[src/rtl/serial_magnitude_comparator.sv]
// serial_magnitude_comparator
// Bit-serial magnitude comparator. Captures two WIDTH-bit operands and a
// cascade input on an accepted start, scans them MSB-first one bit per clock,
// and reports "b greater than a, else cascade-in" plus an equality flag.
//
// Ports:
//   clk    - rising-edge clock
//   rst_n  - synchronous active-low reset
//   start  - request, sampled only in IDLE
//   a, b   - operands, captured when start is accepted
//   cin    - cascade (tie) input, captured when start is accepted
//   busy   - high in RUN and DONE
//   done   - one-cycle pulse, result valid
//   w      - 1 if b>a, 0 if a>b, captured cin if a==b (held until next result)
//   eq     - 1 if a==b (held until next result)
//
// Optional feature macro: SERIAL_CMP_EARLY_EXIT_EN
//   When defined, RUN ends on the edge that finds the first differing bit.
//   Equal operands still scan all WIDTH bits. Results are identical.
module serial_magnitude_comparator #(
  parameter int unsigned WIDTH = 8
) (
  input  logic             clk,
  input  logic             rst_n,
  input  logic             start,
  input  logic [WIDTH-1:0] a,
  input  logic [WIDTH-1:0] b,
  input  logic             cin,
  output logic             busy,
  output logic             done,
  output logic             w,
  output logic             eq
);

  localparam int unsigned CNT_W = $clog2(WIDTH + 1);

  typedef enum logic [1:0] {
    IDLE = 2'd0,
    RUN  = 2'd1,
    DONE = 2'd2
  } state_t;

  state_t           state, state_nxt;
  logic [WIDTH-1:0] sa, sa_nxt;
  logic [WIDTH-1:0] sb, sb_nxt;
  logic             cin_q, cin_q_nxt;
  logic [CNT_W-1:0] cnt, cnt_nxt;
  logic             decided, decided_nxt;
  logic             res, res_nxt;
  logic             busy_nxt, done_nxt, w_nxt, eq_nxt;
  logic             hit;
  logic             last;

  // State and datapath registers
  always_ff @(posedge clk) begin
    if (!rst_n) begin
      state   <= IDLE;
      sa      <= '0;
      sb      <= '0;
      cin_q   <= 1'b0;
      cnt     <= '0;
      decided <= 1'b0;
      res     <= 1'b0;
      busy    <= 1'b0;
      done    <= 1'b0;
      w       <= 1'b0;
      eq      <= 1'b0;
    end else begin
      state   <= state_nxt;
      sa      <= sa_nxt;
      sb      <= sb_nxt;
      cin_q   <= cin_q_nxt;
      cnt     <= cnt_nxt;
      decided <= decided_nxt;
      res     <= res_nxt;
      busy    <= busy_nxt;
      done    <= done_nxt;
      w       <= w_nxt;
      eq      <= eq_nxt;
    end
  end

  // Next-state, datapath and registered-output logic
  always_comb begin
    state_nxt   = state;
    sa_nxt      = sa;
    sb_nxt      = sb;
    cin_q_nxt   = cin_q;
    cnt_nxt     = cnt;
    decided_nxt = decided;
    res_nxt     = res;
    w_nxt       = w;
    eq_nxt      = eq;
    busy_nxt    = 1'b0;
    done_nxt    = 1'b0;
    hit         = 1'b0;
    last        = 1'b0;

    case (state)
      IDLE: begin
        if (start) begin
          sa_nxt      = a;
          sb_nxt      = b;
          cin_q_nxt   = cin;
          cnt_nxt     = CNT_W'(WIDTH);
          decided_nxt = 1'b0;
          res_nxt     = 1'b0;
          state_nxt   = RUN;
        end
      end

      RUN: begin
        // First differing bit fixes the result; later bits are ignored.
        hit = !decided && (sa[WIDTH-1] ^ sb[WIDTH-1]);
        if (hit) begin
          res_nxt     = sb[WIDTH-1];
          decided_nxt = 1'b1;
        end
        sa_nxt  = {sa[WIDTH-2:0], 1'b0};
        sb_nxt  = {sb[WIDTH-2:0], 1'b0};
        cnt_nxt = cnt - CNT_W'(1);
        last    = (cnt == CNT_W'(1));
`ifdef SERIAL_CMP_EARLY_EXIT_EN
        last    = last || hit;
`endif
        if (last) begin
          state_nxt = DONE;
          // Uses the decision including the bit examined on this edge.
          w_nxt     = decided_nxt ? res_nxt : cin_q;
          eq_nxt    = !decided_nxt;
        end
      end

      DONE: begin
        state_nxt = IDLE;
      end

      default: begin
        state_nxt = IDLE;
      end
    endcase

    busy_nxt = (state_nxt != IDLE);
    done_nxt = (state_nxt == DONE);
  end

endmodule

[config.mk]
export PLATFORM = sky130hd
export DESIGN_NAME = serial_magnitude_comparator
export DESIGN_NICKNAME = d
export VERILOG_FILES = /design/src/rtl/serial_magnitude_comparator.sv
export SDC_FILE = /design/constraint.sdc
export NUM_CORES = 1
export LEC_CHECK = 0
export BUFFER_PORTS_ARGS = -buffer_cell sky130_fd_sc_hd__clkbuf_2
export CORE_UTILIZATION = 61
export CTS_BUF_LIST = sky130_fd_sc_hd__clkbuf_4 sky130_fd_sc_hd__clkbuf_8
export DETAILED_ROUTE_END_ITERATION = 12
export PLACE_DENSITY = 0.85
export SLEW_MARGIN = 0
export SYNTH_ARGS = -nofsm -noshare
export SYNTH_HDL_FRONTEND = slang
export SYNTH_SLANG_ARGS = --single-unit
[constraint.sdc]
create_clock -name clk -period 2.4 [get_ports clk]
set_input_delay 0.48 -clock clk [delete_from_list [all_inputs] [get_ports clk]]
set_output_delay 0.48 -clock clk [all_outputs]
set_load 0.01 [all_outputs]
==> results.py <==
metrics = {
    "detailed_routing": {
        "num_vias": 1189,
        "drt_iter0_markers": 14,
        "dr.pass1.iters": 4,
        "drc": 0,
        "wl_per_cell_um": 14.4,
        "final_antenna_net_count": 0,
        "routed_via_density": 5.92,
        "finalWirelength_mm": 2.89,
    },
    "job": {
        "cap_violations": 0,
    },
    "clock_tree": {
        "clkSinkCount": 29,
        "post_cts_buffers": 0,
        "post_cts_resized": 0,
        "h-tree-depth": 2,
        "ctsRootBufferMaster": "clkbuf_4",
        "cts_tree": "done",
        "worstSkewPairLatency_ns": 0.31,
        "cts_buffers": 5,
        "clk_pin_slew_ns": 0.09,
        "cts_hold_buf": 0,
        "cts.path.max_buffers": 2,
    },
    "power": {
        "pwr_density_cell_mw_per_mm2": 696,
        "ir_drop_mv": 0.554,
        "p_leak_nw": 0.642,
    },
    "timing": {
        "post-route-period-util": 0.695,
        "fin_skew_ns": 0.00305,
        "timing.hold.ws_ns": 0.418,
        "report.final.setup_viol": 0,
        "slew_headroom": 0.586,
        "rsz0062_at_grt": "false",
        "timing.fmax_ghz": 0.599,
        "tightestPinTransition_ns": 0.621,
        "post-route-min-period_ns": 1.67,
        "slew_violations": 0,
        "setup_tns_ns": 0,
        "finalHoldViolCount": 0,
    },
    "die": {
        "io_pins": 24,
        "dieArea_mm2": 0.00242,
        "core_mm2": 0.00202,
        "die_w_um": 49.2,
        "start_util": 0.671,
        "row_count": 16,
        "die_h_um": 49.2,
    },
    "synth": {
        "ys_ff_latch": 29,
        "synth_cells": 151,
        "ys_warn_count": 0,
        "synth.top_cell.area_share": 0.428,
        "syn-cell-area_mm2": 0.00136,
        "syn_nets": 173,
        "synth_cell_type_count": 35,
        "avgSynthCellArea_um2": 8.99,
        "synth_largest_area_cell": "dfxtp_1",
        "synth_area_leaders": "dfxtp_1 (43%), o221a_2 (8.3%), a21oi_1 (6.6%), nor2_1 (5.8%), nor2b_1 (5.5%)",
        "synth_seq_area_share": 0.428,
    },
    "finish": {
        "drive_above_1_share": 0.264,
        "postLayoutCellArea_mm2": 0.00153,
        "syn_to_final_growth_pct": 12.6,
        "final_util": 0.756,
        "n_antenna_cell": 0,
        "fin_nets": 195,
        "post_layout_nonfiller_instances": 201,
    },
    "setup_path": {
        "endpoint_kind": "flip-flop",
        "cp_slowest_cell": "dfxtp_1",
        "path_max_fanout": 20,
        "cp_cell_sequence": "nand2b_1 > a211oi_1 > a211oi_1",
        "crit_top_cell": "a211oi_1",
        "cpPeakStageDelay_ns": 0.73,
        "crit_required_ns": 2.59,
        "cp.arrival_ns": 1.86,
        "r2r_setup_slack_ns": 0.73,
        "crit_type": "flip-flop to flip-flop",
        "startpoint_type": "flip-flop",
    },
    "placement": {
        "globalplace.congestion": 0.788,
        "hpwlAfterDp_mm": 2.04,
        "port_buffers": 23,
        "placed_area_mm2": 0.00147,
        "placed_cells": 193,
    },
    "status": {
        "status": "completed",
    },
    "global_routing": {
        "antenna_found_initial": 0,
        "first_global_vias": 1160,
        "grt_pass1_wl_mm": 4.95,
        "grtUsageTotal": 0.270,
        "grt-ovfl-total": 0,
        "grt_max_degree": 21,
    },
    "hold_path": {
        "hp-class": "input pin to flip-flop",
    },
}
[cells in the final DEF (no fill, tap or decap), types with 2 or more instances in the layout]
cell and count:
nor2_1 21, nor3_1 3, nor2b_1 12, dfxtp_1 29, ha_1 2, a22oi_1 3, a21oi_1 18, nor3b_1 3
o221a_2 10, inv_1 6, clkbuf_4 8, clkbuf_2 23, o21ai_0 5, mux2i_1 4, a211oi_1 6, buf_4 2
nand2b_1 3
[power breakdown]
group	internal, mW	switching (mW)
sequential	0.523	0.0395
clock	0.151	0.162
combinational	0.0945	0.0942
[critical path: cells and delay by family (launching register included)]
kind            cells  cell delay (ns)
compound gates      2             0.42
flops               1             0.73
simple gates        1             0.39
[final timing paths]
kind | startpoint | end | depth (start not counted)
min reg2reg | eq | eq | 2
max reg2reg | state[0] | w | 3
min | b[0] | sb[0] | 3
max | state[0] | w | 3
[Yosys cell counts (all sizes together)]
cell type / n
o21ba: 1
ha: 2
mux2i: 4
buf: 7
a31oi: 1
xnor2: 1
or3b: 1
inv: 6
o21a: 1
o21ai: 5
a211oi: 6
nand2: 1
nand3b: 1
nand3: 1
nor2b: 13
nand4: 1
a22oi: 3
nor3: 3
nor2: 21
o21bai: 1
a21oi: 18
and2b: 1
nor3b: 4
o22ai: 1
a2bb2oi: 1
clkbuf: 3
nand2b: 3
o221a: 11
dfxtp: 29
[state kept, by name, summed over array words and instances, names as in the netlist]
register  count
res           1
eq            1
cnt           4
sb            8
cin_q         1
sa            8
decided       1
busy          1
w             1
done          1
state         2
[area by class of cell]
type | count | area [um^2]
timing repair buffer | 25 | 130
fill | 143 | 493
inverter | 6 | 22.5
tap | 27 | 33.8
multi-input combinational | 106 | 702
clock buffer | 8 | 60.1
sequential | 29 | 581
[kinds of logic after synthesis]
family,count (synthesis),share of synthesized area
simple gates,50,0.203
compound gates,49,0.260
flops,29,0.428
buf+inv,16,0.0553
mux,4,0.0295
fa+ha+maj,2,0.0184
xor+xnor,1,0.00645
[metrics by stage]
stage	setup WS, ns	power [mW]
after global routing	0.626	1.12
after global placement	0.838	0.748
after floorplan	1.12	0.708
after CTS	0.746	1.07
after detailed placement	0.768	0.760
final	0.732	1.06
[metal layers]
layer	wire, um	global-route usage	share of wire	up-vias
met5	0	0	0	-
met4	28	0.0784	0.0097	0
met3	104	0.0841	0.036	5
met2	1370	0.468	0.47	30
met1	1390	0.316	0.48	569
li1	-	-	-	585
Power figures use the tool's default switching activity.
